**src/rtl/regfile_pkg.sv**
```systemverilog
//------------------------------------------------------------------------------
// regfile_pkg : shared widths, arbitration pointer encoding and writeback type
// Revision    : 1.0
//------------------------------------------------------------------------------
`default_nettype none

package regfile_pkg;

   localparam int XLEN     = 32;
   localparam int AW       = 5;
   localparam int NUM_REGS = 32;

   typedef enum logic [0:0] {
      PRI_ALU = 1'b0,
      PRI_LSU = 1'b1
   } pri_e;

   typedef struct packed {
      logic            valid;
      logic [AW-1:0]   rd;
      logic [XLEN-1:0] data;
   } wb_req_t;

endpackage

`default_nettype wire

```
**src/rtl/rr_arb2.sv**
```systemverilog
//------------------------------------------------------------------------------
// rr_arb2  : two-requester round-robin arbiter, req/gnt bit 0 = ALU, bit 1 = LSU
// Revision : 1.0
//------------------------------------------------------------------------------
`default_nettype none

module rr_arb2
   import regfile_pkg::*;
(
   input  logic       clk,
   input  logic       rst_n,
   input  logic [1:0] req,
   output logic [1:0] gnt
);

   pri_e ptr;
   pri_e ptr_next;

   always_ff @(posedge clk or negedge rst_n) begin
      if (!rst_n) begin
         ptr <= PRI_LSU;
      end else begin
         ptr <= ptr_next;
      end
   end

   // The pointer only advances when both requesters compete; the loser gets priority next.
   always_comb begin
      gnt      = 2'b00;
      ptr_next = ptr;
      if (rst_n) begin
         case (req)
            2'b01: gnt = 2'b01;
            2'b10: gnt = 2'b10;
            2'b11: begin
               if (ptr == PRI_ALU) begin
                  gnt      = 2'b01;
                  ptr_next = PRI_LSU;
               end else begin
                  gnt      = 2'b10;
                  ptr_next = PRI_ALU;
               end
            end
            default: gnt = 2'b00;
         endcase
      end
   end

endmodule

`default_nettype wire

```
**src/rtl/regfile_wb_sched.sv**
```systemverilog
//------------------------------------------------------------------------------
// regfile_wb_sched : ALU/LSU writeback arbitration, registered RF write port
//                    and pending-write scoreboard with decode hazard detection
// Revision         : 1.0
//------------------------------------------------------------------------------
`default_nettype none

module regfile_wb_sched
   import regfile_pkg::*;
#(
   parameter int XLEN = regfile_pkg::XLEN,
   parameter int AW   = regfile_pkg::AW
)(
   input  logic                clk,
   input  logic                rst_n,
   input  logic                alu_valid,
   output logic                alu_ready,
   input  logic [AW-1:0]       alu_rd,
   input  logic [XLEN-1:0]     alu_data,
   input  logic                lsu_valid,
   output logic                lsu_ready,
   input  logic [AW-1:0]       lsu_rd,
   input  logic [XLEN-1:0]     lsu_data,
   input  logic                issue_valid,
   input  logic [AW-1:0]       issue_rd,
   input  logic [AW-1:0]       rs1,
   input  logic [AW-1:0]       rs2,
   output logic                hazard,
   output logic                rf_we,
   output logic [AW-1:0]       rf_waddr,
   output logic [XLEN-1:0]     rf_wdata,
   input  logic                flush,
   output logic [NUM_REGS-1:0] busy_mask
);

   wb_req_t             alu_req;
   wb_req_t             lsu_req;
   wb_req_t             win_req;
   logic [1:0]          gnt;
   logic                accept;
   logic                do_write;
   logic [NUM_REGS-1:0] busy_next;

   assign alu_req = '{valid: alu_valid, rd: alu_rd, data: alu_data};
   assign lsu_req = '{valid: lsu_valid, rd: lsu_rd, data: lsu_data};

   rr_arb2 u_arb (
      .clk   (clk),
      .rst_n (rst_n),
      .req   ({lsu_req.valid, alu_req.valid}),
      .gnt   (gnt)
   );

   assign alu_ready = gnt[0];
   assign lsu_ready = gnt[1];
   assign win_req   = gnt[1] ? lsu_req : alu_req;
   assign accept    = |gnt;
   // Writes to x0 are handshaken normally but never reach the register file.
   assign do_write  = accept && (win_req.rd != '0);

   always_ff @(posedge clk or negedge rst_n) begin
      if (!rst_n) begin
         rf_we    <= 1'b0;
         rf_waddr <= '0;
         rf_wdata <= '0;
      end else begin
         rf_we <= do_write;
         if (do_write) begin
            rf_waddr <= win_req.rd;
            rf_wdata <= win_req.data;
         end
      end
   end

   // Set is applied after clear so a same-register issue wins over a retiring write.
   always_comb begin
      busy_next = busy_mask;
      if (flush) begin
         busy_next = '0;
      end else begin
         if (rf_we) begin
            busy_next[rf_waddr] = 1'b0;
         end
         if (issue_valid && (issue_rd != '0)) begin
            busy_next[issue_rd] = 1'b1;
         end
      end
      busy_next[0] = 1'b0;
   end

   always_ff @(posedge clk or negedge rst_n) begin
      if (!rst_n) begin
         busy_mask <= '0;
      end else begin
         busy_mask <= busy_next;
      end
   end

   assign hazard = (busy_mask[rs1] && (rs1 != '0)) || (busy_mask[rs2] && (rs2 != '0));

endmodule

`default_nettype wire

```
**config.mk**
```make
export PLATFORM = sky130hd
export DESIGN_NAME = regfile_wb_sched
export DESIGN_NICKNAME = d
export VERILOG_FILES = /design/src/rtl/regfile_pkg.sv /design/src/rtl/rr_arb2.sv /design/src/rtl/regfile_wb_sched.sv
export SDC_FILE = /design/constraint.sdc
export NUM_CORES = 1
export LEC_CHECK = 0
export ABC_AREA = 1
export CORE_ASPECT_RATIO = 0.7
export CORE_MARGIN = 10
export CORE_UTILIZATION = 44
export CTS_CLUSTER_SIZE = 25
export DETAILED_ROUTE_END_ITERATION = 8
export PLACE_DENSITY_LB_ADDON = 0.25
export SKIP_CTS_REPAIR_TIMING = 1
export SLEW_MARGIN = 10
export SYNTH_ARGS = -nofsm -noshare
export SYNTH_HDL_FRONTEND = slang
export SYNTH_SLANG_ARGS = --single-unit
```
**constraint.sdc**
```tcl
create_clock -name clk -period 3.8 [get_ports clk]
set_clock_uncertainty 0.1 [all_clocks]
set_input_delay 1.14 -clock clk [delete_from_list [all_inputs] [get_ports clk]]
set_output_delay 1.14 -clock clk [all_outputs]
set_load 0.05 [all_outputs]
```
==> Word-level counts from Yosys, hierarchy flattened <==
Index checks and enable logic that the tools add are counted.
W data, S select, Z words.
{ "word_totals": {"elab_cells": 47, "ff_bits": 70} }
{ "op_classes": {"n_bitwise": 3, "n_mux": 17, "eq_ne": 3, "n_lt_le_gt_ge": 6, "reduce_logical": 13} }
{ "op_table": {"columns": ["operator", "count"], "rows": [
  ["$mux W32", 4],
  ["$mux W37", 1],
  ["$and A32 B32 Y32", 1],
  ["$not A32 Y32", 1],
  ["$or A32 B32 Y32", 1],
  ["$lt A5 B6 Y1 const B", 4],
  ["$reduce_bool A5 Y1", 4],
  ["$bmux W1 S5", 2],
  ["$demux W1 S5", 2],
  ["$ge A5 B1 Y1 const B", 2],
  ["$logic_and A1 B1 Y1", 6],
  ["$pmux W2 S3", 1],
  ["$mux W1", 5],
  ["$eq A2 B2 Y1 const B", 2],
  ["$mux W2", 2],
  ["$eq A2 B1 Y1 const B", 1],
  ["$reduce_and A2 Y1", 1],
  ["$reduce_or A2 Y1", 1],
  ["$logic_or A1 B1 Y1", 1]
]} }

==> Logic depth before layout (Yosys ltp) <==
{ "depth": {"ltp_word": 11, "mapped_depth": 14, "ltp_nobuf": 12} }

==> By module <==
From an unflattened synthesis, not the netlist that was laid out.
{ "unflattened": {"hier_cells": 564, "area_unflattened_um2": 4087.7} }
{ "modules_own_cells": {"columns": ["module", "cells_each", "instances", "area_each_um2", "seq_area_each_um2"], "rows": [
  ["regfile_wb_sched", 554, 1, 4021.4, 1726.7],
  ["rr_arb2", 10, 1, 66.3, 26.3]
]} }

==> Worst setup path before layout <==
No wires, ideal clock.
{ "synth_timing": {"path_type": "input to output", "from": "input port rs1[0]", "to": "output port hazard", "arrival_time_ns": 2.461, "slack_ns": 0.099, "stages": 12, "path_buffers": 2, "cell_sequence": "clkbuf_1 -> inv_1 -> clkbuf_1 -> nand2_1 -> nand3_1 -> nand2_1 -> nand2_1 -> nand3_1 -> nand3_1 -> nand2_1 -> inv_1 -> nand2_1"} }
{ "synth_via": {"elab_chain_len": 4, "word_cells_on_any_way": 5, "cone_classes": "2 x mux; 3 x reduce/logical"} }
{ "synth_lines": {"columns": ["element", "line", "text"], "rows": [
  ["start: declaration", "regfile_wb_sched.sv:26", "input logic [AW-1:0] rs1,"],
  ["$bmux W1 S5", "regfile_wb_sched.sv:99", "assign hazard = (busy_mask[rs1] && (rs1 != '0)) || (busy_mask[rs2] && (rs2 != '0));"],
  ["$mux W1 (not written as such)", "regfile_wb_sched.sv:99", null],
  ["$logic_and A1 B1 Y1 (*)", "regfile_wb_sched.sv:99", null],
  ["$logic_or A1 B1 Y1 (*)", "regfile_wb_sched.sv:99", null],
  ["end: declaration", "regfile_wb_sched.sv:28", "output logic hazard,"]
]} }
Every way passes the cells marked *; elsewhere a longest branch is shown, timed or not. The select of a mux whose other input is x is not followed.

==> Worst setup path in the final report <==
Ends and elaborated chain as after synthesis.

==> results.py <==
metrics = {
    "floorplan": {
        "die_y_um": 102,
        "std_cell_rows": 29,
        "ios": 168,
        "dieArea_sq_um": 13900,
        "initial_core_util_pct": 45.8,
        "die_x_um": 137,
        "core_sq_um": 9180,
    },
    "timing": {
        "fin_setup_tns_ps": 0,
        "fin_crit_ps": 3640,
        "tightest_slew_ps": 892,
        "relSlewSlack_pct": 40.5,
        "setup_viol": 0,
        "finalCritPeriodShare_pct": 95.8,
        "grt_setup_unrepaired": "no",
        "fmax_mhz": 275,
        "whs_ps": 367,
        "hold_viol": 0,
        "final_max_slew_viol_count": 0,
    },
    "clocking": {
        "cts_sinks": 70,
        "cts_tree": "built",
        "cts_buffers": 9,
        "cts_buffer_depth": 2,
        "h-tree-depth": 3,
        "path_clk_slew_ps": 50,
        "root_buffer": "clkbuf_16",
        "clk_latency_ps": 330,
    },
    "yosys": {
        "synth.most_common_cell": "nand2_1",
        "synthDistinctLibCells": 25,
        "netlist_instances": 643,
        "yosys-top-cells-count": "307 x nand2_1, 87 x nand3_1, 69 x dfrtp_1, 54 x inv_1",
        "synth_mux_area_share_pct": 0,
        "yosys.area.top_type": "dfrtp_1",
        "ys_warn_count": 0,
        "syn_area_sq_um": 4200,
        "synth_compound_area_share_pct": 8.73,
        "synthXorXnorAreaFrac_pct": 0.209,
        "synth-seq-area-share_pct": 41.7,
        "synth-seq-cells": 70,
        "async_flop_share_pct": 100,
        "synth-adder-area-share_pct": 0,
        "synth_top_cell_area_share_pct": 41.1,
        "synth-edff-count": 0,
        "synth_top_family_by_area": "simple AND/OR/NAND/NOR gates",
        "synth_simple_gate_area_share_pct": 40.7,
        "synthTopCellsByArea": "dfrtp_1 41%, nand2_1 27%, nand3_1 10%",
        "syn_area_per_cell_sq_um": 6.53,
        "synthesis.nets": 738,
        "synthFlopType": "dfrtp_1",
    },
    "worst_setup_path": {
        "critPathBufInv": 5,
        "cp_max_fo": 9,
        "critPathLaunchType": "input pin",
        "cp.depth": 13,
        "cp_data_required_time_ps": 2560,
        "cp-end-kind": "primary output",
        "cp_top_family": "buffers and inverters",
        "critPathMaxStageDelay_ps": 200,
        "cp.arrival_ps": 2400,
        "cp_slowest_cell": "buf_4",
        "worstSetupPathType": "in -> out",
        "crit_top_cell": "nand2_1",
        "r2r_cells": 13,
        "path_cells": "dlymetal6s2s_1 -> clkinvlp_4 -> buf_4 -> nand2_1 -> nand3_1 -> nand2_1 -> nand2_1 -> nand3_1 -> nand3_1 -> nand2_1 -> inv_1 -> nand2_2 -> buf_12",
    },
    "routing": {
        "post-route-drc-count": 0,
        "drtAntennaViolNets": 0,
        "viasPerCell": 5.35,
        "postRouteWirelength_um": 16600,
        "first_iter_violations": 440,
        "wl_per_cell_um": 17.3,
        "first_pass_iters": 5,
        "vias": 5141,
    },
    "cells_and_area": {
        "n_fill_cell": 777,
        "stdcell_count": 961,
        "post-route-util_pct": 71.4,
        "fin_nets": 927,
        "area_growth_pct": 56.0,
        "n_antenna_cell": 0,
        "layout-drive-gt1-share_pct": 8.84,
    },
    "pwr": {
        "p_per_area_nw_per_um2": 410,
        "p_leak_nw": 3.27,
        "vdd_drop_max_v": 0.000325,
    },
    "global_routing": {
        "grt_overflow": 0,
        "grt_pass1_wl_um": 26000,
        "grt_pass1_vias": 5034,
        "grt_usage_pct": 23.5,
        "antenna_found_initial": 0,
        "grt_max_degree": 71,
    },
    "run": {
        "maxCapViolCount": 0,
    },
    "placed_design": {
        "dp_cells": 940,
        "routabilityCongestion": 0.971,
        "port_buffers": 166,
        "hpwl_um": 12900,
    },
    "outcome": {
        "status": "complete, no violations",
    },
    "hold_path": {
        "whs_path_depth": 2,
        "hp-class": "reg -> reg",
    },
}
==> registers in the layout (all words and copies together) (netlist names) <==
| name | count |
|---|---|
| busy_mask | 31 |
| rf_waddr | 5 |
| rf_we | 1 |
| rf_wdata | 32 |
| u_arb.ptr | 1 |
==> logic make-up after synthesis <==
logic type,after synthesis
AOI/OAI and AO/OA,70
xor gates and xnor gates,1
buffers and inverters,84
DFF,70
other,1
and+or+nand+nor,417
==> worst register-to-register path: stages (launching register included) <==
cell and delay, ps:
dfstp_2 550, inv_1 40, nand2_1 60, nand2_2 210
inv_2 150, buf_4 360, nand2_1 110, nand2_1 110
nor2_1 90, nand3_4 80, nand2_2 200, buf_12 250
nand2_1 80, nand2_1 60
==> area by class of cell <==
cell class	instances	area [sq um]	area share [%]
sequential	70	1750	26.8
tap	124	155	2.37
inverter	56	218	3.32
clock inverter	3	18.8	0.286
clock buffer	13	260	3.97
multi-input combinational	489	2100	32.1
timing repair buffer	206	2040	31.2
==> power breakdown <==
group | total, W | switching [W] | internal (W)
clock network | 0.000777 | 0.000301 | 0.000476
logic | 0.00100 | 0.000638 | 0.000361
registers | 0.000908 | 0.0000737 | 0.000835
==> metrics by stage <==
step | power [W] | area [sq um] | setup slack [ps]
finish | 0.00268 | 6550 | 158
global route | 0.00280 | 6550 | 51.5
CTS | 0.00269 | 6450 | -260
detailed placement | 0.00190 | 6170 | -247
global placement | 0.00189 | 6170 | -199
floorplan | 0.00147 | 4200 | 98.9
==> layer usage <==
layer	share of wire (%)	GRT usage [%]	vias up
met5	0	0	-
met4	1.2	6.14	0
met3	13	9.05	24
met2	44	36.7	317
met1	42	29.9	2387
li1	-	-	2413
==> layout by cell type, fill, tap and decap left out, types with 3 or more instances in the layout <==
master           count
dlymetal6s2s_1       8
inv_1               50
buf_12               5
clkbuf_16            9
buf_4               35
nand2_2              4
nand3_1             87
buf_6                3
inv_2                4
nor2_1               5
nand2_1            305
a21oi_1             31
dfrtp_1             69
nor3_1              12
clkdlybuf4s50_1    154
o21ai_0             31
==> path summary, 6_finish.rpt <==
| check | from | end | slack [ps] |
|---|---|---|---|
| max in group asynchronous | rst_n | busy_mask[9] | 2060 |
| hold / removal | rf_wdata[3] | rf_wdata[3] | 370 |
| setup reg to reg | u_arb.ptr | rf_wdata[22] | 1240 |
| hold reg to reg | rf_wdata[3] | rf_wdata[3] | 370 |
| min in group asynchronous | rst_n | rf_wdata[26] | 960 |
| setup / recovery | rs1[0] | hazard | 160 |
Note: power is estimated with default switching activity, not from simulation.
